File: src/rtl/lab2_proc_int_mul_iter_unit.sv
// Iterative shift-add multiplier: one partial-product step per cycle, fixed NBITS-cycle
// latency, val/rdy request and response handshakes, low NBITS of a*b returned.
module lab2_proc_int_mul_iter_unit #(
  parameter int NBITS = 32
) (
  input  logic               clk,
  input  logic               reset,
  input  logic               req_val,
  output logic               req_rdy,
  input  logic [2*NBITS-1:0] req_msg,
  output logic               resp_val,
  input  logic               resp_rdy,
  output logic [NBITS-1:0]   resp_msg
);

  localparam int CW = $clog2(NBITS);
  localparam logic [CW-1:0] LAST_COUNT = CW'(NBITS - 1);
  localparam logic [CW-1:0] COUNT_ONE  = {{(CW-1){1'b0}}, 1'b1};

  typedef enum logic [1:0] {
    IDLE = 2'd0,
    CALC = 2'd1,
    DONE = 2'd2
  } state_e;

  state_e           state_q, state_d;
  logic [NBITS-1:0] a_q, a_d;
  logic [NBITS-1:0] b_q, b_d;
  logic [NBITS-1:0] result_q, result_d;
  logic [CW-1:0]    count_q, count_d;
  logic             req_rdy_q, req_rdy_d;
  logic             resp_val_q, resp_val_d;

  // Next-state and datapath: operand capture in IDLE, one shift-add step per CALC cycle.
  always_comb begin
    state_d  = state_q;
    a_d      = a_q;
    b_d      = b_q;
    result_d = result_q;
    count_d  = count_q;
    case (state_q)
      IDLE: begin
        if (req_val) begin
          a_d      = req_msg[2*NBITS-1:NBITS];
          b_d      = req_msg[NBITS-1:0];
          result_d = {NBITS{1'b0}};
          count_d  = {CW{1'b0}};
          state_d  = CALC;
        end else begin
          state_d  = IDLE;
        end
      end
      CALC: begin
        if (b_q[0]) begin
          result_d = result_q + a_q;
        end else begin
          result_d = result_q;
        end
        a_d     = a_q << 1;
        b_d     = b_q >> 1;
        count_d = count_q + COUNT_ONE;
        // No early exit on b==0 so the latency stays fixed.
        if (count_q == LAST_COUNT) begin
          state_d = DONE;
        end else begin
          state_d = CALC;
        end
      end
      DONE: begin
        if (resp_rdy) begin
          state_d = IDLE;
        end else begin
          state_d = DONE;
        end
      end
      default: begin
        state_d = IDLE;
      end
    endcase
    req_rdy_d  = (state_d == IDLE);
    resp_val_d = (state_d == DONE);
  end

  // State, datapath and handshake-output registers with synchronous reset.
  always_ff @(posedge clk) begin
    if (reset) begin
      state_q    <= IDLE;
      a_q        <= {NBITS{1'b0}};
      b_q        <= {NBITS{1'b0}};
      result_q   <= {NBITS{1'b0}};
      count_q    <= {CW{1'b0}};
      req_rdy_q  <= 1'b1;
      resp_val_q <= 1'b0;
    end else begin
      state_q    <= state_d;
      a_q        <= a_d;
      b_q        <= b_d;
      result_q   <= result_d;
      count_q    <= count_d;
      req_rdy_q  <= req_rdy_d;
      resp_val_q <= resp_val_d;
    end
  end

  assign req_rdy  = req_rdy_q;
  assign resp_val = resp_val_q;
  assign resp_msg = result_q;

endmodule
File: config.mk
export PLATFORM = sky130hd
export DESIGN_NAME = lab2_proc_int_mul_iter_unit
export DESIGN_NICKNAME = d
export VERILOG_FILES = /design/src/rtl/lab2_proc_int_mul_iter_unit.sv
export SDC_FILE = /design/constraint.sdc
export NUM_CORES = 1
export LEC_CHECK = 0
export BUFFER_PORTS_ARGS = -buffer_cell sky130_fd_sc_hd__buf_2
export CORE_MARGIN = 2
export CORE_UTILIZATION = 61
export CTS_BUF_LIST = sky130_fd_sc_hd__clkbuf_16
export DETAILED_ROUTE_END_ITERATION = 12
export GPL_TIMING_DRIVEN = 0
export PLACE_DENSITY = 0.86
export SYNTH_ARGS = -nofsm -noshare
export SYNTH_HDL_FRONTEND = slang
export SYNTH_SLANG_ARGS = --single-unit
File: constraint.sdc
create_clock -name clk -period 4.1 [get_ports clk]
set_clock_uncertainty 0.1 [all_clocks]
set_input_delay 0 -clock clk [delete_from_list [all_inputs] [get_ports clk]]
set_output_delay 0 -clock clk [all_outputs]
set_load 0.01 [all_outputs]
==> flow_metrics.env, run 1 <==
export IMPL_first_global_vias=6295
export IMPL_ir_worst_vdd_mv=0.248
export IMPL_yosysSeqAreaShare_pct=36.0
export IMPL_dieArea_um2=10400
export IMPL_clkPwrFrac_pct=36.2
export IMPL_cp_max_fo=4
export IMPL_synth_edf_count=0
export IMPL_min_path_type="primary input to flip-flop"
export IMPL_period_needed_ns=3.10
export IMPL_worstSkewPairLatency_ns=0.36
export IMPL_p_comb_share_pct=18.8
export IMPL_core_area_um2=9280
export IMPL_die_h_um=102
export IMPL_first_pass_iters=5
export IMPL_arrival_ns=3.22
export IMPL_startpoint_type="flip-flop"
export IMPL_placementRows=35
export IMPL_crit_path_top_delay_cell="o41ai_1"
export IMPL_clk_pin_slew_ns=0.08
export IMPL_final_common_cell="nor2_1"
export IMPL_nNetsFinal=1010
export IMPL_yosys_warnings=0
export IMPL_ctsHoldBuffers=57
export IMPL_first_iter_violations=378
export IMPL_setup_viol=0
export IMPL_grtUsageTotal_pct=33.8
export IMPL_grt_pass1_wl_mm=28.4
export IMPL_antenna_left=0
export IMPL_cts_buffer_depth=2
export IMPL_p_int_uw=1780
export IMPL_wl_per_cell_um=16.7
export IMPL_gp_congestion=0.927
export IMPL_synth_top_family_by_area="compound AO/OA/AOI/OAI gates"
export IMPL_synth_xor_area_share_pct=4.05
export IMPL_powerDensity_nw_per_um2=343
export IMPL_synth_cells=741
export IMPL_clock_sinks=105
export IMPL_fill_cells=622
export IMPL_dpl_cell_area_um2=6500
export IMPL_numCtsBuffers=9
export IMPL_swShare_pct=29.7
export IMPL_final_cell_mix="nor2_1 (111), dfxtp_1 (105), buf_2 (100)"
export IMPL_p_seq_share_pct=45.1
export IMPL_syn_cell_area_um2=5840
export IMPL_vias=6354
export IMPL_status="completed"
export IMPL_cp_common_cell="o21ai_1"
export IMPL_fin_area_um2=7380
export IMPL_avgViaCountPerCell=6.09
export IMPL_antenna_found_initial=0
export IMPL_whs_ns=0.00193
export IMPL_hpwl_mm=11.8
export IMPL_path_cells="ha_1 -> inv_1 -> fa_1 -> nor2b_4 -> o31a_1 -> o31ai_1 -> o41ai_1 -> a21oi_1 -> o21a_1 -> o21ai_1 -> xnor2_1 -> o21ai_1"
export IMPL_drc=0
export IMPL_synthAdderAreaFrac_pct=7.41
export IMPL_synth_compound_area_share_pct=29.9
export IMPL_cts_resized=0
export IMPL_die_x_um=102
export IMPL_synthSimpleGateAreaFrac_pct=16.8
export IMPL_leakage_uw=0.00332
export IMPL_start_util_pct=62.9
export IMPL_post_cts_buffers=0
export IMPL_layout_drive_gt1_share_pct=13.6
export IMPL_ys_types=55
export IMPL_slew_headroom_pct=46.6
export IMPL_critPathRequiredTime_ns=4.22
export IMPL_max_freq_mhz=323
export IMPL_ys_seq_elements=105
export IMPL_grt_ovfl_total=0
export IMPL_drv_slew=0
export IMPL_max_cap_violations=0
export IMPL_end_kind="flip-flop"
export IMPL_synthMuxAreaShare_pct=0.171
export IMPL_path_class="flip-flop to flip-flop"
export IMPL_critical_path_max_stage_delay_ns=0.46
export IMPL_pin_count=102
export IMPL_switching_power_uw=752
export IMPL_io_buffers=99
export IMPL_cts_tree="built"
export IMPL_tns_ns=0
export IMPL_htreeDepth=3
export IMPL_rsz0062_at_grt="no"
export IMPL_grt_max_degree=20
export IMPL_synth_nets=843
export IMPL_hold_violations=0
export IMPL_finalCritPeriodShare_pct=75.6
export IMPL_ys_flop_type="dfxtp_1"
export IMPL_power_uw=2530
export IMPL_clock_root_buffer="clkbuf_16"
export IMPL_syn_avg_cell_area_um2=7.88
export IMPL_syn_to_final_growth_pct=26.4
export IMPL_async_flop_share_pct=0
export IMPL_tightestPinTransition_ns=0.796
export IMPL_wl_mm=17.5
[state kept, by name (all words and copies together), names as in the netlist]
| signal | flops |
|---|---|
| a_q | 32 |
| b_q | 32 |
| count_q | 5 |
| req_rdy | 1 |
| resp_msg | 32 |
| resp_val | 1 |
| state_q | 2 |
[power groups by stage]
stage / logic (µW) / clock network [µW] / registers, µW
after floorplan: 296 / 0 / 1150
after global routing: 524 / 954 / 1150
after CTS: 461 / 915 / 1140
after global placement: 395 / 0 / 1160
after detailed placement: 416 / 0 / 1160
final: 476 / 917 / 1140
[per-layer routing]
layer	up-vias	part of all wire, %	track usage [%]
li1	3016	-	-
met5	-	0	0
met2	291	51	60.7
met1	3008	40	40.7
met3	39	6.9	5.95
met4	0	2.1	11.6
[kinds of logic (layout without fill, tap and decap cells)]
logic type	count (synthesis)	in the layout
AO/OA/AOI/OAI	257	257
XOR/XNOR	27	27
adder cells (fa/ha/maj)	34	34
buffers and inverters	88	260
flip-flops	105	105
multiplexers	1	1
other	0	1
AND/OR/NAND/NOR	229	229
[Yosys cell counts, drive strengths merged, types with 2 or more instances]
| master | instances | share of area, % |
|---|---|---|
| nor2 | 111 | 7.1 |
| dfxtp | 105 | 36 |
| nand2 | 69 | 4.4 |
| o21ai | 62 | 5.4 |
| clkbuf | 47 | 3.0 |
| inv | 38 | 2.4 |
| a21oi | 35 | 3.0 |
| ha | 33 | 7.1 |
| a211oi | 32 | 4.1 |
| a221oi | 32 | 4.8 |
| o22ai | 31 | 3.3 |
| a21o | 23 | 3.0 |
| a22oi | 14 | 1.8 |
| xor2 | 14 | 2.1 |
| xnor2 | 13 | 1.9 |
| nor2b | 10 | 1.2 |
| nor3 | 10 | 0.86 |
| nand3 | 8 | 0.69 |
| and3 | 6 | 0.64 |
| a31oi | 5 | 0.90 |
| o21bai | 5 | 0.71 |
| and4 | 3 | 0.45 |
| nand4 | 3 | 0.32 |
| nor3b | 3 | 0.39 |
| o21a | 3 | 0.39 |
| o31ai | 3 | 0.47 |
| buf | 2 | 0.15 |
| nand2b | 2 | 0.21 |
| o211ai | 2 | 0.34 |
[cell type report]
class | instances | area, µm² | area share, %
Clock buffer | 9 | 225 | 3.05
Multi-Input combinational cell | 548 | 3410 | 46.1
Sequential cell | 105 | 2100 | 28.5
Antenna cell | 1 | 2.50 | 0.0339
Tap cell | 129 | 161 | 2.19
Buffer | 49 | 185 | 2.51
Clock inverter | 7 | 87.6 | 1.19
Inverter | 39 | 146 | 1.98
Timing Repair Buffer | 156 | 1070 | 14.4
[worst paths after layout]
path	end	depth (start not counted)	from	slack, ns
max reg2reg	resp_msg[30]$_SDFFE_PP0P_	12	resp_msg[0]$_SDFFE_PP0P_	1.0
min	b_q[22]$_SDFFE_PP0P_	5	req_msg[22]	0.002
min reg2reg	resp_msg[16]$_SDFFE_PP0P_	2	resp_msg[16]$_SDFFE_PP0P_	0.37
max	resp_msg[30]$_SDFFE_PP0P_	12	resp_msg[0]$_SDFFE_PP0P_	1.0
[through the flow]
step                      cells  setup slack [ns]  util (%)
after detailed placement    969              1.14      70.0
after global placement      969              1.18      70.0
after floorplan             741              1.42         -
final                      1043              1.00      79.5
after CTS                  1042              1.10      79.5
after global routing       1042             0.803      79.5
[critical path, delay by kind of cell (launching register included)]
| kind | cells | cell delay, ns |
|---|---|---|
| compound gates | 7 | 1.55 |
| buf+inv | 1 | 0.06 |
| fa+ha+maj | 2 | 0.59 |
| flops | 1 | 0.37 |
| simple gates | 1 | 0.15 |
| xor+xnor | 1 | 0.13 |
(Power assumes the default switching activity.)
==> run 2, diff against run 1 <==
--- a/config.mk
+++ b/config.mk
@@ -5,13 +5,14 @@
 export SDC_FILE = /design/constraint.sdc
 export NUM_CORES = 1
 export LEC_CHECK = 0
+export ABC_AREA = 1
 export BUFFER_PORTS_ARGS = -buffer_cell sky130_fd_sc_hd__buf_2
 export CORE_MARGIN = 2
-export CORE_UTILIZATION = 61
+export CORE_UTILIZATION = 52
 export CTS_BUF_LIST = sky130_fd_sc_hd__clkbuf_16
 export DETAILED_ROUTE_END_ITERATION = 12
 export GPL_TIMING_DRIVEN = 0
-export PLACE_DENSITY = 0.86
+export PLACE_DENSITY = 0.77
 export SYNTH_ARGS = -nofsm -noshare
 export SYNTH_HDL_FRONTEND = slang
 export SYNTH_SLANG_ARGS = --single-unit
==> constraint.sdc (replaced) <==
create_clock -name clk -period 2.5 [get_ports clk]
set_clock_uncertainty 0.1 [all_clocks]
set_input_delay 0 -clock clk [delete_from_list [all_inputs] [get_ports clk]]
set_output_delay 0 -clock clk [all_outputs]
set_load 0.01 [all_outputs]
==> run 2 against run 1 <==
Register-to-register slack lost 0.79 ns; sequential share of layout area shrank 3.2 points; synthesized area grew 14%; hold slack gained 0.12 ns; clock-buffer cell count is the same; cell area grew 13%; setup slack lost 0.79 ns; combinational power grew 40%; largest cell class unchanged.
==> flow_metrics.env, run 2 <==
export IMPL_synthSimpleGateAreaFrac_pct=35.5
export IMPL_synth_most_common_cell="nand2_1"
export IMPL_first_iter_violations=546
export IMPL_end_kind="flip-flop"
export IMPL_grtUsageTotal_pct=30.6
export IMPL_hold_violations=0
export IMPL_antenna_found_initial=0
export IMPL_cts_tree="built"
export IMPL_status="completed"
export IMPL_die_x_um=117
export IMPL_first_pass_iters=5
export IMPL_ys_types=34
export IMPL_max_freq_mhz=436
export IMPL_antenna_left=0
export IMPL_grt_max_degree=19
export IMPL_synthMuxAreaShare_pct=0
export IMPL_first_global_vias=6870
export IMPL_crit_start="a_q[0]$_SDFFE_PP0P_"
export IMPL_path_class="flip-flop to flip-flop"
export IMPL_use_met3_pct=3.76
export IMPL_synthTopCellsByArea="dfxtp_1 (32%), nand2_1 (24%), inv_1 (8.4%), ha_1 (6.2%), a21oi_1 (5.5%)"
export IMPL_synth_cells=1052
export IMPL_io_buffers=101
export IMPL_wl_mm=20.1
export IMPL_cp_max_fo=5
export IMPL_grt_met1_usage_pct=38.1
export IMPL_use_met2_pct=52.4
export IMPL_gp_congestion=0.935
export IMPL_core_area_um2=12600
export IMPL_path_cells="ha_1 -> inv_1 -> fa_1 -> inv_1 -> nand3_1 -> nand3_2 -> nand2_1 -> nand2_1 -> nand2_1 -> nand3_1 -> nand2_1 -> nand3_1 -> a21oi_1"
export IMPL_start_util_pct=52.9
export IMPL_hold_start="reset"
export IMPL_hpwl_mm=14.6
export IMPL_grt_ovfl_total=0
export IMPL_worstSkewPairLatency_ns=0.36
export IMPL_arrival_ns=2.41
export IMPL_startpoint_type="flip-flop"
export IMPL_fill_cells=1110
export IMPL_rsz0062_at_grt="no"
export IMPL_synth_xor_area_share_pct=0.132
export IMPL_placementRows=41
export IMPL_setup_viol=0
export IMPL_synth_edf_count=0
export IMPL_finalNonFillerCells=1407
export IMPL_syn_cell_area_um2=6640
export IMPL_clk_pin_slew_ns=0.07
export IMPL_fin_util_pct=66.1
export IMPL_synth_area_leader_cell="dfxtp_1"
export IMPL_wl_per_cell_um=14.3
export IMPL_n_antenna_cell=0
export IMPL_synth_common_cells="nand2_1 (424), inv_1 (148), dfxtp_1 (105), a21oi_1 (73), nand3_1 (43)"
export IMPL_period_needed_ns=2.29
export IMPL_synth_nets=1154
export IMPL_layout_drive_gt1_share_pct=15.5
export IMPL_min_path_type="primary input to flip-flop"
export IMPL_final_cell_mix="nand2_1 (424), inv_1 (149), buf_2 (117)"
export IMPL_drv_slew=0
export IMPL_finalCritPeriodShare_pct=91.8
export IMPL_post_cts_buffers=0
export IMPL_r2r_start="a_q[0]$_SDFFE_PP0P_"
export IMPL_die_h_um=117
export IMPL_clock_root_buffer="clkbuf_16"
export IMPL_placedCellCount=1325
export IMPL_synthAdderAreaFrac_pct=6.52
export IMPL_clock_sinks=105
export IMPL_numCtsBuffers=9
export IMPL_whs_ns=0.126
export IMPL_syn_avg_cell_area_um2=6.31
export IMPL_yosys_warnings=0
export IMPL_slew_headroom_pct=56.7
export IMPL_async_flop_share_pct=0
export IMPL_dieArea_um2=13700
export IMPL_powerDensity_nw_per_um2=468
export IMPL_yosysSeqAreaShare_pct=31.6
export IMPL_tightestPinTransition_ns=0.650
export IMPL_critical_path_max_stage_delay_ns=0.39
export IMPL_cp_common_cell="nand2_1"
export IMPL_synth_top_area_share_pct=31.6
export IMPL_avgViaCountPerCell=5.14
export IMPL_max_cap_violations=0
export IMPL_tns_ns=0
export IMPL_drc=0
export IMPL_leakage_uw=0.00441
export IMPL_htreeDepth=3
export IMPL_ys_flop_type="dfxtp_1"
export IMPL_cts_buffer_depth=2
export IMPL_crit_path_top_delay_cell="dfxtp_1"
export IMPL_critPathRequiredTime_ns=2.62
export IMPL_vias=7226
export IMPL_grt_pass1_wl_mm=32.7
export IMPL_power_uw=3890
export IMPL_pin_count=102
export IMPL_ys_seq_elements=105
export IMPL_nNetsFinal=1332
export IMPL_synth_compound_area_share_pct=14.4
export IMPL_synth_top_family_by_area="simple AND/OR/NAND/NOR gates"
export IMPL_syn_to_final_growth_pct=25.1
export IMPL_ir_worst_vdd_mv=0.427
export IMPL_grt_busiest_layer="met2"
export IMPL_final_common_cell="nand2_1"
-- run 2: worst max-delay path: cells and delay by family (launching register included) --
family / cells / cell delay, ns
AO/OA/AOI/OAI: 1 / 0.08
adder cells (fa/ha/maj): 2 / 0.59
buffers and inverters: 2 / 0.22
flip-flops: 1 / 0.39
AND/OR/NAND/NOR: 8 / 0.79
-- run 2: repair_timing --
action,in CTS,in global routing
setup endpoints to repair,0,2
hold buffers,66,0
hold endpoints to repair,69,0
gates resized for setup,0,1
-- run 2: final timing paths --
| path | endpoint | slack (ns) | cells past startpoint |
|---|---|---|---|
| worst max-delay path | resp_msg[24]$_SDFFE_PP0P_ | 0.21 | 13 |
| worst min-delay path | b_q[8]$_SDFFE_PP0P_ | 0.13 | 5 |
| worst max register to register | resp_msg[24]$_SDFFE_PP0P_ | 0.21 | 13 |
| worst min register to register | b_q[31]$_SDFFE_PP0P_ | 0.37 | 2 |
-- run 2: layout make-up --
class	count	area, µm²	share of cell area (%)
sequential	105	2100	25.3
buffer	38	196	2.36
inverter	156	586	7.05
clock buffer	9	225	2.71
timing repair buffer	167	1170	14.0
multi-input combinational	753	3760	45.3
clock inverter	7	53.8	0.648
tap	172	215	2.59
-- run 2: cell families (layout without fill, tap and decap cells) --
family,after synthesis,after routing
AOI/OAI and AO/OA,157,157
adders and majority gates,34,34
DFF,105,105
xor gates and xnor gates,1,1
and+or+nand+nor,561,561
buffers and inverters,194,377
-- run 2: power breakdown --
group          switching (µW)  internal [µW]
Sequential               75.0           1760
Clock                     702            688
Combinational             383            282
Total                    1160           2730
-- run 2: per-layer routing --
| metal | up-vias | share of wire, % |
|---|---|---|
| met5 | - | 0 |
| met1 | 3241 | 44 |
| li1 | 3700 | - |
| met2 | 233 | 47 |
| met4 | 0 | 3.6 |
| met3 | 52 | 4.8 |
-- run 2: stage by stage --
stage | worst slack, ns | cell area [µm²]
2_1_floorplan | 0.567 | 6640
3_3_place_gp | 0.243 | 7360
3_5_place_dp | 0.200 | 7360
4_1_cts | 0.180 | 8300
5_1_grt | 0.0301 | 8310
6_report | 0.205 | 8310
